File: config.mk
export PLATFORM = sky130hd
export DESIGN_NAME = instruction_decoder_flat
export DESIGN_NICKNAME = d
export VERILOG_FILES = /design/src/rtl/instruction_decoder_if.sv /design/src/rtl/instruction_decoder.sv /design/src/flat_wrapper.sv
export SDC_FILE = /design/constraint.sdc
export NUM_CORES = 1
export LEC_CHECK = 0
export CAP_MARGIN = 10
export CORE_MARGIN = 10
export CORE_UTILIZATION = 44
export DETAILED_ROUTE_END_ITERATION = 7
export GPL_ROUTABILITY_DRIVEN = 0
export PLACE_DENSITY = 0.8
export SLEW_MARGIN = 15
export SYNTH_ARGS = -nofsm -noshare
export SYNTH_HDL_FRONTEND = slang
export SYNTH_SLANG_ARGS = --single-unit
File: constraint.sdc
create_clock -name clk -period 2.15 [get_ports clk]
set_clock_uncertainty 0.1 [all_clocks]
set_input_delay 0.5375 -clock clk [delete_from_list [all_inputs] [get_ports clk]]
set_output_delay 0.5375 -clock clk [all_outputs]
set_load 0.02 [all_outputs]
File: src/rtl/instruction_decoder_if.sv
`default_nettype none
// ============================================================================
// instruction_decoder_if
// Fetcher-side byte handshake plus the decoded execute-step routing bundle.
// Revision: 1.0
// ============================================================================
interface instruction_decoder_if #(
   parameter int REG_WIDTH = 8,
   parameter int WE_WIDTH  = 7
);
   logic [REG_WIDTH-1:0] instruction_in;
   logic                 instruction_ready;
   logic [REG_WIDTH-1:0] opp;
   logic [WE_WIDTH-1:0]  we;
   logic                 read_write;
   logic [2:0]           source_selector_0;
   logic [2:0]           target_selector_0;
   logic [2:0]           source_selector_1;
   logic [2:0]           target_selector_1;
   logic [REG_WIDTH-1:0] imm_addr;
   logic                 get_next;

   modport master (
      output instruction_in, instruction_ready,
      input  opp, we, read_write, source_selector_0, target_selector_0,
             source_selector_1, target_selector_1, imm_addr, get_next
   );

   modport slave (
      input  instruction_in, instruction_ready,
      output opp, we, read_write, source_selector_0, target_selector_0,
             source_selector_1, target_selector_1, imm_addr, get_next
   );
endinterface
`default_nettype wire

File: src/rtl/instruction_decoder.sv
`default_nettype none
// ============================================================================
// instruction_decoder
// Fetches opcode/operand bytes and emits a one-cycle execute routing step.
// Revision: 1.0
// ============================================================================
module instruction_decoder #(
   parameter int REG_WIDTH = 8,
   parameter int WE_WIDTH  = 7
) (
   input  logic                  clk,
   input  logic                  reset_n,
   instruction_decoder_if.slave  bus
);

   typedef enum logic [2:0] {
      S_REQ_OP   = 3'd0,
      S_WAIT_OP  = 3'd1,
      S_REQ_ARG  = 3'd2,
      S_WAIT_ARG = 3'd3,
      S_EXEC     = 3'd4
   } state_t;

   localparam logic [2:0] c_SRC_ADD  = 3'd1;
   localparam logic [2:0] c_SRC_X    = 3'd2;
   localparam logic [2:0] c_SRC_Y    = 3'd3;
   localparam logic [2:0] c_SRC_IMM  = 3'd4;
   localparam logic [2:0] c_SRC_MEM  = 3'd5;
   localparam logic [2:0] c_SRC_ZERO = 3'd6;

   localparam logic [2:0] c_TGT_ADD  = 3'd1;
   localparam logic [2:0] c_TGT_X    = 3'd2;
   localparam logic [2:0] c_TGT_Y    = 3'd3;
   localparam logic [2:0] c_TGT_NONE = 3'd4;
   localparam logic [2:0] c_TGT_MEM  = 3'd5;

   localparam int c_WE_ADD = 2;
   localparam int c_WE_X   = 3;
   localparam int c_WE_Y   = 4;

   localparam logic [REG_WIDTH-1:0] c_LDA_IMM = REG_WIDTH'(8'hA9);
   localparam logic [REG_WIDTH-1:0] c_LDX_IMM = REG_WIDTH'(8'hA2);
   localparam logic [REG_WIDTH-1:0] c_LDY_IMM = REG_WIDTH'(8'hA0);
   localparam logic [REG_WIDTH-1:0] c_LDA_ZPG = REG_WIDTH'(8'hA5);
   localparam logic [REG_WIDTH-1:0] c_STA_ZPG = REG_WIDTH'(8'h85);
   localparam logic [REG_WIDTH-1:0] c_STX_ZPG = REG_WIDTH'(8'h86);
   localparam logic [REG_WIDTH-1:0] c_STY_ZPG = REG_WIDTH'(8'h84);
   localparam logic [REG_WIDTH-1:0] c_TAX     = REG_WIDTH'(8'hAA);
   localparam logic [REG_WIDTH-1:0] c_TAY     = REG_WIDTH'(8'hA8);
   localparam logic [REG_WIDTH-1:0] c_TXA     = REG_WIDTH'(8'h8A);
   localparam logic [REG_WIDTH-1:0] c_TYA     = REG_WIDTH'(8'h98);

   state_t               r_state;
   state_t               w_next_state;
   logic                 r_started;
   logic [REG_WIDTH-1:0] r_opp;
   logic [REG_WIDTH-1:0] r_imm;
   logic                 w_two_byte;
   logic [WE_WIDTH-1:0]  w_we;
   logic                 w_read_write;
   logic [2:0]           w_src0;
   logic [2:0]           w_tgt0;

   always_comb begin
      w_two_byte = 1'b0;
      case (bus.instruction_in)
         c_LDA_IMM, c_LDX_IMM, c_LDY_IMM, c_LDA_ZPG,
         c_STA_ZPG, c_STX_ZPG, c_STY_ZPG: w_two_byte = 1'b1;
         default:                         w_two_byte = 1'b0;
      endcase
   end

   // r_started holds REQ_OP silent for the first cycle after reset release.
   always_ff @(posedge clk) begin
      if (!reset_n) begin
         r_state   <= S_REQ_OP;
         r_started <= 1'b0;
         r_opp     <= '0;
         r_imm     <= '0;
      end else begin
         r_state   <= w_next_state;
         r_started <= 1'b1;
         if (r_state == S_WAIT_OP && bus.instruction_ready)
            r_opp <= bus.instruction_in;
         if (r_state == S_WAIT_ARG && bus.instruction_ready)
            r_imm <= bus.instruction_in;
      end
   end

   always_comb begin
      w_next_state = r_state;
      unique case (r_state)
         S_REQ_OP:   if (r_started) w_next_state = S_WAIT_OP;
         S_WAIT_OP:  if (bus.instruction_ready)
                        w_next_state = w_two_byte ? S_REQ_ARG : S_EXEC;
         S_REQ_ARG:  w_next_state = S_WAIT_ARG;
         S_WAIT_ARG: if (bus.instruction_ready) w_next_state = S_EXEC;
         S_EXEC:     w_next_state = S_REQ_OP;
         default:    w_next_state = S_REQ_OP;
      endcase
   end

   always_comb begin
      w_we         = '0;
      w_read_write = 1'b0;
      w_src0       = c_SRC_ZERO;
      w_tgt0       = c_TGT_NONE;
      if (r_state == S_EXEC) begin
         case (r_opp)
            c_LDA_IMM: begin w_src0 = c_SRC_IMM; w_tgt0 = c_TGT_ADD; w_we[c_WE_ADD] = 1'b1; end
            c_LDX_IMM: begin w_src0 = c_SRC_IMM; w_tgt0 = c_TGT_X;   w_we[c_WE_X]   = 1'b1; end
            c_LDY_IMM: begin w_src0 = c_SRC_IMM; w_tgt0 = c_TGT_Y;   w_we[c_WE_Y]   = 1'b1; end
            c_LDA_ZPG: begin w_src0 = c_SRC_MEM; w_tgt0 = c_TGT_ADD; w_we[c_WE_ADD] = 1'b1; end
            c_STA_ZPG: begin w_src0 = c_SRC_ADD; w_tgt0 = c_TGT_MEM; w_read_write   = 1'b1; end
            c_STX_ZPG: begin w_src0 = c_SRC_X;   w_tgt0 = c_TGT_MEM; w_read_write   = 1'b1; end
            c_STY_ZPG: begin w_src0 = c_SRC_Y;   w_tgt0 = c_TGT_MEM; w_read_write   = 1'b1; end
            c_TAX:     begin w_src0 = c_SRC_ADD; w_tgt0 = c_TGT_X;   w_we[c_WE_X]   = 1'b1; end
            c_TAY:     begin w_src0 = c_SRC_ADD; w_tgt0 = c_TGT_Y;   w_we[c_WE_Y]   = 1'b1; end
            c_TXA:     begin w_src0 = c_SRC_X;   w_tgt0 = c_TGT_ADD; w_we[c_WE_ADD] = 1'b1; end
            c_TYA:     begin w_src0 = c_SRC_Y;   w_tgt0 = c_TGT_ADD; w_we[c_WE_ADD] = 1'b1; end
            default:   begin w_src0 = c_SRC_ZERO; w_tgt0 = c_TGT_NONE; end
         endcase
      end
   end

   assign bus.opp               = r_opp;
   assign bus.imm_addr          = r_imm;
   assign bus.we                = w_we;
   assign bus.read_write        = w_read_write;
   assign bus.source_selector_0 = w_src0;
   assign bus.target_selector_0 = w_tgt0;
   assign bus.source_selector_1 = c_SRC_ZERO;
   assign bus.target_selector_1 = c_TGT_NONE;
   assign bus.get_next          = (r_state == S_REQ_OP && r_started) || (r_state == S_REQ_ARG);

endmodule
`default_nettype wire

File: src/flat_wrapper.sv
// flat-port wrapper written by rule: the top's interface ports become plain ports
module instruction_decoder_flat 
#(
   parameter int REG_WIDTH = 8,
   parameter int WE_WIDTH  = 7
)
  (clk, reset_n, bus_instruction_in, bus_instruction_ready, bus_opp, bus_we, bus_read_write, bus_source_selector_0, bus_target_selector_0, bus_source_selector_1, bus_target_selector_1, bus_imm_addr, bus_get_next);
  instruction_decoder_if #(.REG_WIDTH(REG_WIDTH), .WE_WIDTH(WE_WIDTH)) bus_i ();
  input  logic clk;
  input  logic reset_n;
  input wire logic [$bits(bus_i.instruction_in)-1:0] bus_instruction_in;
  input wire logic [$bits(bus_i.instruction_ready)-1:0] bus_instruction_ready;
  output wire logic [$bits(bus_i.opp)-1:0] bus_opp;
  output wire logic [$bits(bus_i.we)-1:0] bus_we;
  output wire logic [$bits(bus_i.read_write)-1:0] bus_read_write;
  output wire logic [$bits(bus_i.source_selector_0)-1:0] bus_source_selector_0;
  output wire logic [$bits(bus_i.target_selector_0)-1:0] bus_target_selector_0;
  output wire logic [$bits(bus_i.source_selector_1)-1:0] bus_source_selector_1;
  output wire logic [$bits(bus_i.target_selector_1)-1:0] bus_target_selector_1;
  output wire logic [$bits(bus_i.imm_addr)-1:0] bus_imm_addr;
  output wire logic [$bits(bus_i.get_next)-1:0] bus_get_next;
  assign bus_i.instruction_in = bus_instruction_in;
  assign bus_i.instruction_ready = bus_instruction_ready;
  assign bus_opp = bus_i.opp;
  assign bus_we = bus_i.we;
  assign bus_read_write = bus_i.read_write;
  assign bus_source_selector_0 = bus_i.source_selector_0;
  assign bus_target_selector_0 = bus_i.target_selector_0;
  assign bus_source_selector_1 = bus_i.source_selector_1;
  assign bus_target_selector_1 = bus_i.target_selector_1;
  assign bus_imm_addr = bus_i.imm_addr;
  assign bus_get_next = bus_i.get_next;
  instruction_decoder #(.REG_WIDTH(REG_WIDTH), .WE_WIDTH(WE_WIDTH)) u_core (.clk(clk), .reset_n(reset_n), .bus(bus_i));
endmodule
# After elaboration in Yosys (flattened, before gate mapping)
# Index checks and enable logic that the tools add are counted.
# Widths: inputs -> output; s select.
# word_totals
regBits	20
inputBits	11
# classes
n_eq_ne	25
muxes	17
reduce_logical	15
# ops
op	n
$eq 8x8->1 const B	18
$pmux 3 s4	2
$mux 3	7
$pmux 3 s5	1
$reduce_or 3->1	3
$reduce_or 2->1	4
$mux 1	7
$reduce_or 7->1	1
$eq 3x2->1 const B	2
$ne 2x2->1 const B	2
$reduce_or 4->1	1
$eq 3x1->1 const B	1
$eq 3x3->1 const B	1
$logic_and 1x1->1	3
$logic_not 3->1	1
$reduce_and 3->1	1
$ne 2x1->1 const B	1
$logic_or 1x1->1	1

# Logic depth before layout (Yosys ltp)
# logic_depth
depth_word	6
mapped_depth	5

# Least setup slack after synthesis
# No wires, ideal clock.
# synth_path
kind	flip-flop to output port
startpoint	register u_core.r_opp[4], in the netlist u_core.bus.opp[4]
endpoint	output bus_read_write
t_arrival_ns	1.962
path_slack_ns	-0.450
required_ns	1.512
stages_incl_launch_ff	5
cell_sequence	dfxtp_1 clkbuf_1 nor2_1 nand2_1 a2111oi_0
# synth_via
elab_chain_len	4
# synth_rtl
element	line	source
start: declaration	instruction_decoder.sv:56	logic [REG_WIDTH-1:0] r_opp;
start signal: assignment	instruction_decoder.sv:84	r_opp <= bus.instruction_in;
$eq 8x8->1	instruction_decoder.sv:109	case (r_opp)
$reduce_or 3->1 (no line) *	n/a	
$mux 1 *	instruction_decoder.sv:109	
$mux 1 *	instruction_decoder.sv:108	if (r_state == S_EXEC) begin
end: declaration	flat_wrapper.sv:15	output wire logic [$bits(bus_i.read_write)-1:0] bus_read_write;
# Every way passes the cells marked *; elsewhere a longest branch is shown, timed or not.

# Worst setup path after layout
# layout_path
startpoint	register u_core.r_opp[0], in the netlist u_core.bus.opp[0]
endpoint	output bus_we[2]
# layout_via
elab_chain_len	4
# layout_rtl
element	line	source
$eq 8x8->1	instruction_decoder.sv:109	
$reduce_or 4->1 (no line) *	n/a	
$mux 1 *	instruction_decoder.sv:109	
$mux 3 *	instruction_decoder.sv:108	
end: declaration	flat_wrapper.sv:14	output wire logic [$bits(bus_i.we)-1:0] bus_we;
# Marked as above.

==> results.toml <==
[clocking]
sink_count_of_the_clock_tree = 20
insertion_delay_ps = 300
cts.htree.levels = 1
postCtsHoldBufs = 0
clock_tree.root_cell = "clkbuf_4"
clk_path_buf_depth = 2
cts_inserted_buffers = 3
worst_setup_hold_path_clk_slew_ps = 110
tritoncts = "built"

[drt]
routed-via-count = 1341
wl_per_cell_um = 15.7
wirelength_um = 3930
ratio_of_routed_vias_to_standard_cells = 5.36
drt_pre_antenna_iters = 4
detail_route.iter0.violations = 78
drtAntennaViolNets = 0
route.detailed.drc = 0

[worst_setup_path]
crit_path_cell_trace = "or3b_4, a211o_1, a31oi_2, buf_4"
rr_worst_depth = 6
critPathTopFamily = "compound AO/OA/AOI/OAI gates"
worst-r2r-setup-slack_ps = 730
critPathSlowestCell = "or3b_4"
worst-endpoint-arrival_ps = 1680
crit_path_max_incr_delay_ps = 390
cp-startpoint = "u_core.bus.opp[0]"
reg2reg_from = "u_core.r_state[0]"
cp_data_required_time_ps = 1510
critical_path_depth = 4
crit_path_end_kind = "output pin"
worst_r2r_endpoint = "u_core.bus.opp[4]"
crit_path_to = "bus_we[2]"
critPathBufInv = 1
worst-path-max-fanout = 6
worst_setup_path_start_kind = "flop"
timing_worst_setup_path_type = "flop to output pin"

[grt]
pin_count_of_the_biggest_net_entering_global_routing = 18
antenna_found_initial = 0
first_pass_grt_wire_length_um = 6630
globalRouteOverflowTotal = 0
number_of_global_route_vias_before_repair = 1427
grt_util_all_layers_pct = 14.6

[yosys]
synth-main-ff-cell = "dfxtp_1"
mappedNetlistArea_sq_um = 1270
synthArstFlopShare_pct = 0
synth_top_cell_area_share_pct = 31.6
post-synth-top-area-cell = "dfxtp_1"
synth_top_cells_by_count = "dfxtp_1, nand2_1, nor2b_1"
post-synth-top-count-cell = "dfxtp_1"
synth_enable_flop_cells = 0
synthDistinctLibCells = 42
synthTopCellsByArea = "dfxtp_1, nor2b_1, mux2i_1"
synthesis.instances = 156
synth_area_per_cell_sq_um = 8.13
synth.yosys.seq_area_share_pct = 31.6
ys_ff_latch = 20
synth_warnings = 0

[placement]
post-dp-hpwl_um = 3070
port_buffers = 37

[status]
outcome = "finished, violations left"
violations_in_the_final_reports = "negative setup slack"

[timing]
finalSetupViolCount = 6
timing.final.max_slew_violations = 0
setup_total_negative_slack_ps = -817
finalWorstPathRequiredPeriod_ps = 2310
final.setup.worst_slack_ps = -163
period_share_pct = 108
maximum_clock_frequency_ghz = 0.432
rsz0062_at_grt = "true"
hold_viol_final = 0

[floorplanning]
core_region_area_sq_um = 2760
chipHeight_um = 73.7
die_x_um = 73.7
placementRows = 19
design.portCount = 48
initial_utilization_pct = 46.0
die_area_sq_um = 5430

[final_layout]
drive_above_1_share_pct = 35.2
areaGrowthSynthToFinish_pct = 59.6
antennaDiodeCount = 0
finish.net_count = 231

[pwr]
totalPowerFinal_w = 0.000815
worst_ir_drop_on_vdd_v = 0.000496
pwr_density_cell_nw_per_um2 = 403
power.static_leakage_nw = 0.790

[min_path]
hold_class = "flop to flop"

[run]
max_cap_violations = 0
[layer usage]
layer	share of wire (%)	vias to the layer above	track usage, %
li1	-	653	-
met1	38	624	15.4
met2	51	56	26.1
met3	9.1	8	5.11
met4	2.0	0	4.97
met5	0	-	0
[how the worst min path moves through the flow]
| stage | slack, ps | end | from | cells after the start |
|---|---|---|---|---|
| global route | 400 | u_core.bus.imm_addr[5] | u_core.bus.imm_addr[5] | 2 |
| detailed placement | 360 | u_core.bus.imm_addr[6] | u_core.bus.imm_addr[6] | 2 |
| floorplan | 360 | u_core.r_state[0] | u_core.r_started | 1 |
| global placement | 350 | u_core.bus.imm_addr[4] | u_core.bus.imm_addr[4] | 2 |
| CTS | 370 | u_core.bus.imm_addr[6] | u_core.bus.imm_addr[6] | 2 |
| finish | 370 | u_core.bus.imm_addr[6] | u_core.bus.imm_addr[6] | 2 |
[logic make-up after synthesis]
group | share of synthesized area (%)
and+or+nand+nor | 34.2
buffers and inverters | 8.68
muxes | 6.31
AOI/OAI and AO/OA | 17.3
DFF | 31.6
other | 0.592
xor gates and xnor gates | 1.38
[through the flow]
stage	instances	hold slack [ps]	worst slack [ps]	utilization, %	instance area [sq um]
floorplan	164	363	-34.8	-	1320
global placement	243	348	-276	67.3	1860
detailed placement	243	360	-344	67.3	1860
CTS	249	372	-163	70.6	1950
global route	250	404	-232	73.4	2020
finish	250	374	-163	73.4	2020
[cell usage in the layout (no fill, tap or decap), drive strengths merged, types with 4 or more instances in the layout]
cell,Yosys,routed
nor2,8,8
mux2i,8,8
conb,2,10
nand3,4,4
nand2b,9,9
clkdlybuf4s50,0,23
a21boi,8,8
nor3,6,6
a21oi,5,5
buf,13,42
nor2b,13,13
dfxtp,20,20
nand2,20,20
o21ai,4,4
clkbuf,5,4
[flip-flops by register name, indices dropped and copies added, names as in the netlist]
signal / flops
u_core.bus.opp: 8
u_core.bus.imm_addr: 8
u_core.r_state: 3
u_core.r_started: 1
[repair_timing]
action | CTS | global route
setup buffers | 2 | 1
endpoints found under the setup margin | 12 | 11
resized for setup | 73 | 20
cloned | 0 | 0
pin swaps | 3 | 6
endpoints found under the hold margin | 0 | 0
[tightest hold or removal path: stages, from the launching register on]
cell,delay [ps]
dfxtp_1,320
nand2_1,50
a21boi_0,70
[cell type report]
type / instances / area, sq um
flip-flops and latches: 20 / 418
repair buffers: 69 / 637
fillers: 215 / 733
clock buffers: 4 / 36.3
multi-input cells: 126 / 895
well taps: 31 / 38.8
[power by group]
| part | switching [W] | total [W] | internal, W |
|---|---|---|---|
| Combinational | 0.000101 | 0.000204 | 0.000103 |
| Clock | 0.000117 | 0.000220 | 0.000103 |
| Sequential | 0.0000111 | 0.000390 | 0.000379 |
| Total | 0.000230 | 0.000815 | 0.000585 |
(Power assumes the default switching activity.)
